[src/rtl/debug_run_ctrl.sv]
// debug_run_ctrl: run-mode sequencer between the UART command decoder and the
// MIPS pipeline. It turns command bytes into run/step/halt/soft-reset control,
// counts unhalted cycles and requests a snapshot dump whenever execution stops.
// Optional feature macro: RUN_WATCHDOG_EN enables the MAX_CYCLES run watchdog.
// Without it, RUN only ends on i_end or 'H' and o_timeout stays 0.
module debug_run_ctrl #(
    parameter int          NB_CYCLES  = 32,
    parameter logic [31:0] MAX_CYCLES = 32'd1_000_000,
    parameter int          RST_CYCLES = 4
) (
    input  logic                 clk,
    input  logic                 i_rst,
    input  logic                 i_cmd_valid,
    input  logic [7:0]           i_cmd,
    input  logic                 i_end,
    input  logic                 i_dump_done,
    output logic                 o_halt,
    output logic                 o_pipe_rst,
    output logic                 o_dump_req,
    output logic                 o_busy,
    output logic                 o_cmd_err,
    output logic                 o_timeout,
    output logic [NB_CYCLES-1:0] o_cycle_count,
    output logic [2:0]           o_state
);

    typedef enum logic [2:0] {
        ST_IDLE = 3'd0,
        ST_RUN  = 3'd1,
        ST_STEP = 3'd2,
        ST_DUMP = 3'd3,
        ST_DONE = 3'd4,
        ST_PRST = 3'd5
    } state_t;

    localparam logic [7:0] CMD_RUN  = 8'h43;
    localparam logic [7:0] CMD_STEP = 8'h53;
    localparam logic [7:0] CMD_HALT = 8'h48;
    localparam logic [7:0] CMD_RST  = 8'h52;

    // Soft-reset length counter only needs to hold 0 .. RST_CYCLES-1.
    localparam int            PW         = (RST_CYCLES < 2) ? 1 : $clog2(RST_CYCLES);
    localparam logic [PW-1:0] PRST_LAST  = PW'(RST_CYCLES - 1);

    // Comparing the pre-increment count against MAX-1 lets the exit edge land
    // exactly on the edge where the counter reaches MAX_CYCLES.
    localparam logic [NB_CYCLES-1:0] WD_LAST = NB_CYCLES'(MAX_CYCLES - 32'd1);
    localparam logic [NB_CYCLES-1:0] CNT_SAT = {NB_CYCLES{1'b1}};

`ifdef RUN_WATCHDOG_EN
    localparam logic WD_EN = 1'b1;
`else
    localparam logic WD_EN = 1'b0;
`endif

    state_t         state_r;
    state_t         next_state_s;
    logic [PW-1:0]  prst_cnt_r;
    logic           cmd_err_s;
    logic           count_inc_s;
    logic           set_timeout_s;
    logic           wd_hit_s;

    assign wd_hit_s = WD_EN & (o_cycle_count >= WD_LAST);

    // State register; reset lands in the power-on soft reset.
    always_ff @(posedge clk or posedge i_rst) begin
        if (i_rst) begin
            state_r <= ST_PRST;
        end else begin
            state_r <= next_state_s;
        end
    end

    // Next-state decode, command acceptance and counter/watchdog requests.
    always_comb begin
        next_state_s  = state_r;
        cmd_err_s     = 1'b0;
        count_inc_s   = 1'b0;
        set_timeout_s = 1'b0;
        case (state_r)
            ST_IDLE: begin
                if (i_cmd_valid) begin
                    case (i_cmd)
                        CMD_RUN:  next_state_s = ST_RUN;
                        CMD_STEP: next_state_s = ST_STEP;
                        CMD_RST:  next_state_s = ST_PRST;
                        default:  cmd_err_s    = 1'b1;
                    endcase
                end else begin
                    next_state_s = ST_IDLE;
                end
            end
            ST_RUN: begin
                count_inc_s = 1'b1;
                cmd_err_s   = i_cmd_valid && (i_cmd != CMD_HALT);
                // Program end outranks the watchdog and a halt request.
                if (i_end) begin
                    next_state_s = ST_DUMP;
                end else if (wd_hit_s) begin
                    next_state_s  = ST_DUMP;
                    set_timeout_s = 1'b1;
                end else if (i_cmd_valid && (i_cmd == CMD_HALT)) begin
                    next_state_s = ST_DUMP;
                end else begin
                    next_state_s = ST_RUN;
                end
            end
            ST_STEP: begin
                count_inc_s  = 1'b1;
                cmd_err_s    = i_cmd_valid;
                next_state_s = ST_DUMP;
            end
            ST_DUMP: begin
                cmd_err_s = i_cmd_valid;
                // o_dump_req is high only on the first DUMP cycle, so a done
                // strobe is taken no earlier than the cycle after the request.
                if (i_dump_done && !o_dump_req) begin
                    if (i_end || o_timeout) begin
                        next_state_s = ST_DONE;
                    end else begin
                        next_state_s = ST_IDLE;
                    end
                end else begin
                    next_state_s = ST_DUMP;
                end
            end
            ST_DONE: begin
                if (i_cmd_valid) begin
                    if (i_cmd == CMD_RST) begin
                        next_state_s = ST_PRST;
                    end else begin
                        cmd_err_s = 1'b1;
                    end
                end else begin
                    next_state_s = ST_DONE;
                end
            end
            ST_PRST: begin
                cmd_err_s = i_cmd_valid;
                if (prst_cnt_r == PRST_LAST) begin
                    next_state_s = ST_IDLE;
                end else begin
                    next_state_s = ST_PRST;
                end
            end
            default: begin
                next_state_s = ST_PRST;
            end
        endcase
    end

    // Soft-reset length counter; restarts from zero on every PRST entry.
    always_ff @(posedge clk or posedge i_rst) begin
        if (i_rst) begin
            prst_cnt_r <= {PW{1'b0}};
        end else if ((state_r == ST_PRST) && (next_state_s == ST_PRST)) begin
            prst_cnt_r <= prst_cnt_r + PW'(1);
        end else begin
            prst_cnt_r <= {PW{1'b0}};
        end
    end

    // Saturating executed-cycle counter and sticky watchdog flag.
    always_ff @(posedge clk or posedge i_rst) begin
        if (i_rst) begin
            o_cycle_count <= {NB_CYCLES{1'b0}};
            o_timeout     <= 1'b0;
        end else if (next_state_s == ST_PRST) begin
            o_cycle_count <= {NB_CYCLES{1'b0}};
            o_timeout     <= 1'b0;
        end else begin
            if (count_inc_s && (o_cycle_count != CNT_SAT)) begin
                o_cycle_count <= o_cycle_count + NB_CYCLES'(1);
            end
            if (set_timeout_s) begin
                o_timeout <= 1'b1;
            end
        end
    end

    // Registered pipeline controls and status, decoded from the next state so
    // they line up with the state they describe.
    always_ff @(posedge clk or posedge i_rst) begin
        if (i_rst) begin
            o_halt     <= 1'b1;
            o_pipe_rst <= 1'b1;
            o_dump_req <= 1'b0;
            o_busy     <= 1'b0;
            o_cmd_err  <= 1'b0;
            o_state    <= ST_PRST;
        end else begin
            o_halt     <= !((next_state_s == ST_RUN) || (next_state_s == ST_STEP));
            o_pipe_rst <= (next_state_s == ST_PRST);
            o_dump_req <= (next_state_s == ST_DUMP) && (state_r != ST_DUMP);
            o_busy     <= !((next_state_s == ST_IDLE) || (next_state_s == ST_DONE));
            o_cmd_err  <= cmd_err_s;
            o_state    <= next_state_s;
        end
    end

endmodule

[config.mk]
export PLATFORM = sky130hd
export DESIGN_NAME = debug_run_ctrl
export DESIGN_NICKNAME = d
export VERILOG_FILES = /design/src/rtl/debug_run_ctrl.sv
export SDC_FILE = /design/constraint.sdc
export NUM_CORES = 1
export LEC_CHECK = 0
export CORE_MARGIN = 2
export CORE_UTILIZATION = 29
export CTS_BUF_LIST = sky130_fd_sc_hd__clkbuf_8
export DETAILED_ROUTE_END_ITERATION = 12
export GPL_TIMING_DRIVEN = 0
export HOLD_SLACK_MARGIN = 0.12
export PLACE_DENSITY = 0.55
export SLEW_MARGIN = 20
export SYNTH_ARGS = -nofsm -noshare
export SYNTH_HDL_FRONTEND = slang
export SYNTH_SLANG_ARGS = --single-unit
[constraint.sdc]
create_clock -name clk -period 2.28 [get_ports clk]
set_input_delay 0.228 -clock clk [delete_from_list [all_inputs] [get_ports clk]]
set_output_delay 0.228 -clock clk [all_outputs]
set_load 0.1 [all_outputs]
---- After elaboration in Yosys (flattened, before gate mapping) ----
Cells that the tools add are included.
word-level totals
  output and inout port bits .............. 41
  word-level logic and storage cells ...... 67
  register bits ........................... 43
  bits of input ports ..................... 13
cells by class
  reductions and logical operators ........ 18
  add/subtract/negate cells ............... 2
  multiplexer cells ....................... 20
  eq/ne operators ......................... 18
operators by type and width
  cell                   number
  $mux 32                2
  $add 32x1->32 const B  1
  $eq 8x7->1 const B     4
  $ne 32x32->1 const B   1
  $mux 3                 6
  $pmux 3 s6             1
  $eq 3x2->1 const B     4
  $eq 3x3->1 const B     4
  $pmux 3 s3             1
  $ne 8x7->1 const B     1
  $eq 3x1->1 const B     2
  $logic_and 1x1->1      6
  $logic_not 3->1        2
  $mux 1                 6
  $mux 2                 3
  $reduce_or 3->1        2
  $pmux 1 s4             1
  $logic_not 1->1        3
  $logic_or 1x1->1       3
  $ne 3x2->1 const B     1
  $add 2x1->2 const B    1
  $eq 2x2->1 const B     1
  $reduce_bool 2->1      1
  $reduce_or 2->1        1

---- Logic depth before layout (Yosys ltp) ----
Gate-level depths: netlist of run 1.
  depth after elaboration ................. 8
  mapped depth ............................ 8
  mapped depth without buffers ............ 7

---- Worst setup path after synthesis of run 1 ----
OpenSTA, ideal clock, no wires.
  path type ............................... flip-flop to flip-flop
  start ................................... reg o_cycle_count[16]
  end ..................................... reg o_cycle_count[17]
  data required time ...................... 2.207 ns
  arrival ................................. 2.701 ns
  buffers on the path ..................... 3
  slack ................................... -0.494 ns
  setup time .............................. 0.073 ns
  cell stages (with the launch flop) ...... 9
  period minus slack after synthesis ...... 2.774 ns
  cells stage by stage .................... dfrtp_1 > nand4_1 > or4_1 > buf_2 > o31ai_4 > buf_6 > buf_12 > o31ai_1 > a21oi_2
on the way
  longest elaborated chain between the ends .. 3
  elaborated cells between the ends (all ways) .. 6
  those cells by class .................... add/sub (1); eq/ne (1); mux (2); reduce/logical (2)
ends and longest elaborated chain
  element                                        line      text
  start, declared                                23        output logic [NB_CYCLES-1:0] o_cycle_count,
  start signal, assigned                         167       o_cycle_count <= {NB_CYCLES{1'b0}};
  start signal, assigned                         170       o_cycle_count <= {NB_CYCLES{1'b0}};
  start signal, assigned                         174       o_cycle_count <= o_cycle_count + NB_CYCLES'(1);
  $add 32x1->32 or $ne 32x32->1 (tied branches)  174, 173
  $mux 32 or $logic_and 1x1->1 (tied branches)   173       if (count_inc_s && (o_cycle_count != CNT_SAT)) begin
  $mux 32 or $reduce_bool 2->1 (tied branches)   -
Parallel ways exist; a longest one is shown, timed or not. The select of a mux whose other input is x is not followed.
A chain may end at the register's enable or synchronous reset.

---- Final worst setup path of run 1 ----
  start ................................... reg o_cycle_count[7]
  end ..................................... out o_cycle_count[7]
No word-level cell between the ends.

==> impl_metrics.ini, run 1 <==
[outcome]
outcome = complete, no violations

[cells_and_area]
nFillCells = 800
fin_area_mm2 = 0.00352
fin_nets = 342
layout-drive-gt1-share_pct = 31.1
area_growth_pct = 46.7
diodes = 0

[floorplan]
dieArea_mm2 = 0.00901
coreArea_mm2 = 0.00813
die_x_um = 94.9
die_h_um = 94.9
num_io_pins = 54
rows = 33
start_util_pct = 29.5

[power]
internal_power_w = 0.00171
p_sw_share_pct = 43.1
vdd.ir_drop.worst_mv = 0.455
power_density_mw_per_mm2 = 854
p_leak_nw = 1.27
clock_power_share_pct = 24.6
combPwrFrac_pct = 44.6
p_total_w = 0.00301
switchingPower_w = 0.00129
pwr-share-seq_pct = 30.8

[clock_tree]
numCtsBuffers = 5
ctsHoldBuffers = 0
cts.sinks = 42
clock_latency_ns = 0.30
clock_path_buffers = 2
clkSlewWorstSetupHoldPaths_ns = 0.08
cts_tree = built
clock-root-buffer = clkbuf_8
htreeDepth = 2

[timing]
hold_viol = 0
fmax_ghz = 0.449
drv_slew = 0
worst_slew_pin_slew_ns = 0.977
fin_skew_ns = 0.00840
period_minus_slack_ns = 2.23
relSlewSlack_pct = 34.7
fin_crit_sh_pct = 97.8
setup_violations = 0

[synth]
syn_avg_cell_area_um2 = 9.67
synth_area_mm2 = 0.00240
ys_warn_count = 0
synthArstFlopShare_pct = 100
synth-seq-cells = 42
synth_flop_cell = dfrtp_1
seq_area_frac_synth_pct = 44.0
synth_cell_type_count = 58
syn-instance-count = 248
synth-edff-count = 0
synth_nets = 263

[routing]
drtAntennaViolNets = 0
dr.pass1.iters = 4
wl_per_cell_um = 14.7
wl_um = 6380
drtIter0Drc = 75
vias_per_cell = 5.21
via_count = 2258
drc = 0

[hold_path]
hp-class = input port to async pin

[worst_setup_path]
crit_arrival_ns = 2.00
cp_max_fo = 5
path_class = register to output pin
cp.required_ns = 2.05
cp-start-kind = register
cp-end-kind = output pin

[grt]
grt_first_pass_wirelength_um = 10200
antenna_found_initial = 0
grt_overflow = 0
track_usage_pct = 14.5
grt_max_degree = 25
grt_pass1_vias = 2099

[place]
dp_hpwl_um = 4550
portBuffers = 52
dpl-instance-area_mm2 = 0.00316
place_congestion = 0.883

[run]
maxCapViolCount = 0
==> synthesized netlist by cell type, types with 3 or more instances <==
library cell | number | area (µm²)
xor2_1 | 4 | 35.0
nor2_1 | 15 | 56.3
and3_1 | 3 | 18.8
nand4_1 | 9 | 56.3
or3_1 | 10 | 62.6
a21oi_2 | 6 | 52.6
nor3_1 | 3 | 15.0
a21o_1 | 4 | 30.0
nand2b_1 | 6 | 37.5
nand2_1 | 17 | 63.8
o211ai_1 | 6 | 45.0
nand3_1 | 18 | 90.1
o31ai_1 | 7 | 52.6
dfstp_2 | 4 | 105
clkbuf_1 | 5 | 18.8
xnor2_1 | 3 | 26.3
inv_1 | 6 | 22.5
buf_2 | 6 | 30.0
dfrtp_1 | 38 | 951
nor4_1 | 5 | 31.3
o21ai_1 | 4 | 20.0
a21oi_1 | 9 | 45.0
or4_1 | 8 | 60.1
o21ai_0 | 8 | 40.0
==> worst paths after layout <==
| path | end | depth (start not counted) | slack (ns) | from |
|---|---|---|---|---|
| min in group clk | prst_cnt_r[0]$_DFF_PP0_ | 1 | 0.46 | prst_cnt_r[0]$_DFF_PP0_ |
| worst max register to register | o_cycle_count[17]$_DFFE_PP0P_ | 8 | 0.13 | o_cycle_count[8]$_DFFE_PP0P_ |
| max in group asynchronous | o_state[2]$_DFF_PP1_ | 3 | 1.48 | i_rst |
| worst min-delay path | o_cycle_count[16]$_DFFE_PP0P_ | 2 | 0.24 | i_rst |
| worst max-delay path | o_cycle_count[7] | 2 | 0.05 | o_cycle_count[7]$_DFFE_PP0P_ |
| worst min register to register | prst_cnt_r[0]$_DFF_PP0_ | 1 | 0.46 | prst_cnt_r[0]$_DFF_PP0_ |
==> logic make-up (layout without fill, tap and decap cells) <==
family	count (synthesis)	after routing	synth area share [%]
AOI/OAI and AO/OA	63	63	19.4
xor gates and xnor gates	7	7	2.56
adders and majority gates	2	2	1.04
buffers and inverters	20	100	4.59
DFF	42	42	44.0
muxes	1	1	0.417
other	1	1	0.156
and+or+nand+nor	112	112	27.9
==> timing repair <==
action | CTS | global route
pin swaps | 1 | 6
gates cloned | 0 | 1
gates resized for setup | 11 | 11
setup endpoints to repair | 33 | 33
setup buffers | 3 | 17
hold endpoints to repair | 0 | 0
==> routing by layer <==
metal  vias up  global-route usage, %  routed length [µm]
met5         -                      0                   0
met1      1098                   17.9                2920
met2        57                   25.8                3160
met4         0                   4.35                  51
li1       1099                      -                   -
met3         4                   2.63                 250
==> power groups by stage <==
| stage | Combinational (W) | Sequential [W] | Clock, W |
|---|---|---|---|
| after floorplan | 0.000456 | 0.00140 | 0 |
| after global placement | 0.00126 | 0.000925 | 0 |
| after detailed placement | 0.00126 | 0.000925 | 0 |
| after CTS | 0.00129 | 0.000911 | 0.000765 |
| after global routing | 0.00142 | 0.000946 | 0.000790 |
| final | 0.00134 | 0.000927 | 0.000738 |
==> through the flow <==
step           instances  setup slack [ns]  hold slack [ns]  util [%]  TNS [ns]
3_3_place_gp         405            -0.358            0.431      38.5    -12.18
3_5_place_dp         406            -0.353            0.448      38.8     -9.29
2_1_floorplan        248            0.0249            0.350         -         0
6_report             433            0.0504            0.239      43.3         0
4_1_cts              417            0.0242            0.254      41.2         0
5_1_grt              433          -0.00664            0.290      43.3  -0.00664
==> state kept, by name, indices dropped and copies added, names as in the netlist <==
signal / cells
o_busy: 1
o_cmd_err: 1
o_cycle_count: 32
o_dump_req: 1
o_halt: 1
o_pipe_rst: 1
o_state: 3
prst_cnt_r: 2
==> cells in the final DEF, fill, tap and decap left out, drive strengths merged, types with 2 or more instances in the layout <==
cell and count:
a21o 4, a21oi 15, and3 3, and4 2, buf 31, bufinv 2
clkbuf 9, clkdlybuf4s50 50, dfrtp 38, dfstp 4, dlygate4sd2 2, ha 2
inv 6, nand2 17, nand2b 6, nand3 18, nand4 10, nor2 15
nor2b 2, nor3 3, nor3b 2, nor4 7, o2111ai 2, o211ai 6
o21a 2, o21ai 12, o311ai 3, o31ai 10, o41ai 2, or3 10
or4 8, or4b 2, xnor2 3, xor2 4
==> worst max-delay path, stage by stage (launching register included) <==
cell and delay [ns]:
dfrtp_4 0.43, buf_4 0.14, clkdlybuf4s50_1 1.13
==> area by class of cell <==
cell class | count | area [µm²] | share of cell area [%]
Timing Repair Buffer | 74 | 693 | 19.7
Inverter | 6 | 22.5 | 0.640
Sequential cell | 42 | 1140 | 32.3
Clock buffer | 6 | 82.6 | 2.35
Clock inverter | 2 | 60.1 | 1.71
Multi-Input combinational cell | 186 | 1290 | 36.8
Tap cell | 105 | 131 | 3.73
Buffer | 12 | 100 | 2.84
No activity file was read; power rests on OpenSTA's default activity.
==> inputs of run 2 (changes only) <==
- CAP_MARGIN: unset -> 20
==> results of run 2 <==
No change in the layout: final DEF, timing and power equal those of run 1.
==> inputs of run 3 (changes only) <==
- CORE_ASPECT_RATIO: unset -> 0.6
- clock period: 2.28 -> 2.8 ns (I/O delays scaled with it)
==> impl_metrics.ini, run 3 (synthesized netlist as in run 1, its figures left out) <==
[clock_tree]
cts.sinks = 42
clock_latency_ns = 0.30
clkSlewWorstSetupHoldPaths_ns = 0.09
post_cts_resized = 0
cts_tree = built
clock-root-buffer = clkbuf_8
numCtsBuffers = 5
clock_path_buffers = 2
ctsHoldBuffers = 0
post_cts.repair.setup_buffers = 0
htreeDepth = 2

[routing]
wl_per_cell_um = 15.6
drtIter0Drc = 139
via_count = 2134
wl_um = 6500
vias_per_cell = 5.12
drtAntennaViolNets = 0
drc = 0
dr.pass1.iters = 4

[floorplan]
start_util_pct = 30.2
dieArea_mm2 = 0.00904
die_h_um = 74.4
num_io_pins = 54
coreArea_mm2 = 0.00795
rows = 25
die_x_um = 121

[place]
dp_hpwl_um = 4900
portBuffers = 52
place_congestion = 0.838

[worst_setup_path]
cp_cell_sequence = clkdlybuf4s50_1 > or4b_1 > clkbuf_1 > nor4_1 > o22ai_1 > inv_1 > buf_2 > a21oi_1
cp-end-kind = register
r2r_end = o_cycle_count[27]$_DFFE_PP0P_
crit_path_top_delay_cell = or4b_1
crit_arrival_ns = 2.64
cp_max_fo = 10
path_class = input port to register
rr_startpoint = o_state[0]$_DFF_PP1_
r2r_cells = 7
cp-start-kind = input port
crit_path_max_incr_delay_ns = 0.52
regToRegSetupSlack_ns = 0.36
cp.required_ns = 2.98

[power]
p_leak_nw = 1.18
vdd.ir_drop.worst_mv = 0.358
power_density_mw_per_mm2 = 706

[timing]
worst_slew_pin_slew_ns = 0.996
rsz0062_at_grt = false
drv_slew = 0
fin_crit_sh_pct = 88.1
relSlewSlack_pct = 33.4
fin_skew_ns = 0.00898
period_minus_slack_ns = 2.47
hold_viol = 0
setup_tns_ns = 0
setup_violations = 0
fmax_ghz = 0.406

[cells_and_area]
area_growth_pct = 32.7
regMostFlops = o_cycle_count
reg_top3 = o_cycle_count: 32 flops, o_state: 3 flops, prst_cnt_r: 2 flops
largest_reg_flops = 32
diodes = 0
layout-drive-gt1-share_pct = 12.6
utilization_pct = 40.1
fin_nets = 323
final_common_cell = clkdlybuf4s50_1
mostFrequentLayoutCells = clkdlybuf4s50_1 (52), dfrtp_1 (38), nand3_1 (18)

[grt]
grt_max_degree = 23
grt_pass1_vias = 2049
antenna_found_initial = 0
grt_overflow = 0
grt_first_pass_wirelength_um = 10800
track_usage_pct = 15.5

[hold_path]
hp-class = input port to async pin

[run]
maxCapViolCount = 0

[outcome]
outcome = complete, no violations
==> run 3: changes by cell type in the layout (fill, tap and decap cells not counted), sizes merged <==
| cell | previous run | this run |
|---|---|---|
| buf | 31 | 10 |
| clkbuf | 9 | 10 |
| clkdlybuf4s50 | 50 | 52 |
| bufinv | 2 | 1 |
| clkinv | 0 | 2 |
| dlygate4sd2 | 2 | 0 |
==> run 3: per-stage QoR <==
| stage | setup slack, ns | instances | hold WS, ns | power [W] | cell area [µm²] |
|---|---|---|---|---|---|
| after global routing | 0.0841 | 417 | 0.339 | 0.00237 | 3180 |
| after CTS | 0.358 | 417 | 0.315 | 0.00227 | 3180 |
| after global placement | 0.0672 | 408 | 0.437 | 0.00177 | 3050 |
| after floorplan | 0.0260 | 248 | 0.402 | 0.00149 | 2400 |
| after detailed placement | 0.0327 | 409 | 0.435 | 0.00178 | 3070 |
| final | 0.334 | 417 | 0.302 | 0.00225 | 3180 |
==> run 3: worst max-delay path, delay by kind of cell <==
kind	cells	cell delay, ns
AO/OA/AOI/OAI	2	0.34
AND/OR/NAND/NOR	2	0.81
buffers and inverters	4	1.20
==> run 3: report_power, final <==
group / internal (W) / switching, W / total, W
Clock: 0.000263 / 0.000220 / 0.000483
Sequential: 0.000688 / 0.0000484 / 0.000737
Combinational: 0.000247 / 0.000782 / 0.00103
Total: 0.00120 / 0.00105 / 0.00225
==> run 3: how the worst max path moves through the flow <==
stage | start | end | slack, ns | depth (start not counted)
2_1_floorplan | o_cycle_count[16]$_DFFE_PP0P_ | o_cycle_count[17]$_DFFE_PP0P_ | 0.03 | 8
3_3_place_gp | i_cmd[2] | o_cycle_count[5]$_DFFE_PP0P_ | 0.07 | 8
3_5_place_dp | i_cmd[2] | o_cycle_count[27]$_DFFE_PP0P_ | 0.03 | 8
4_1_cts | i_cmd[2] | o_cycle_count[27]$_DFFE_PP0P_ | 0.36 | 8
5_1_grt | o_cycle_count[15]$_DFFE_PP0P_ | o_cycle_count[29]$_DFFE_PP0P_ | 0.08 | 5
6_report | i_cmd[2] | o_cycle_count[27]$_DFFE_PP0P_ | 0.33 | 8
==> run 3: area by class of cell <==
type / instances / area (µm²)
clock buffers: 5 / 68.8
well taps: 108 / 135
fillers: 825 / 4760
plain buffers: 14 / 87.6
repair buffers: 53 / 541
multi-input cells: 186 / 1230
flip-flops and latches: 42 / 1060
inverters: 6 / 22.5
clock inverters: 3 / 40.0
==> run 3: metal layers <==
metal  part of all wire (%)  global-route usage [%]  wire length (µm)  vias to the layer above
met2                     37                    20.2              2430                       48
li1                       -                       -                 -                     1063
met3                    5.3                    3.60               343                        7
met5                      0                       0                 0                        -
met1                     57                    25.7              3690                     1016
met4                   0.55                    2.30                36                        0
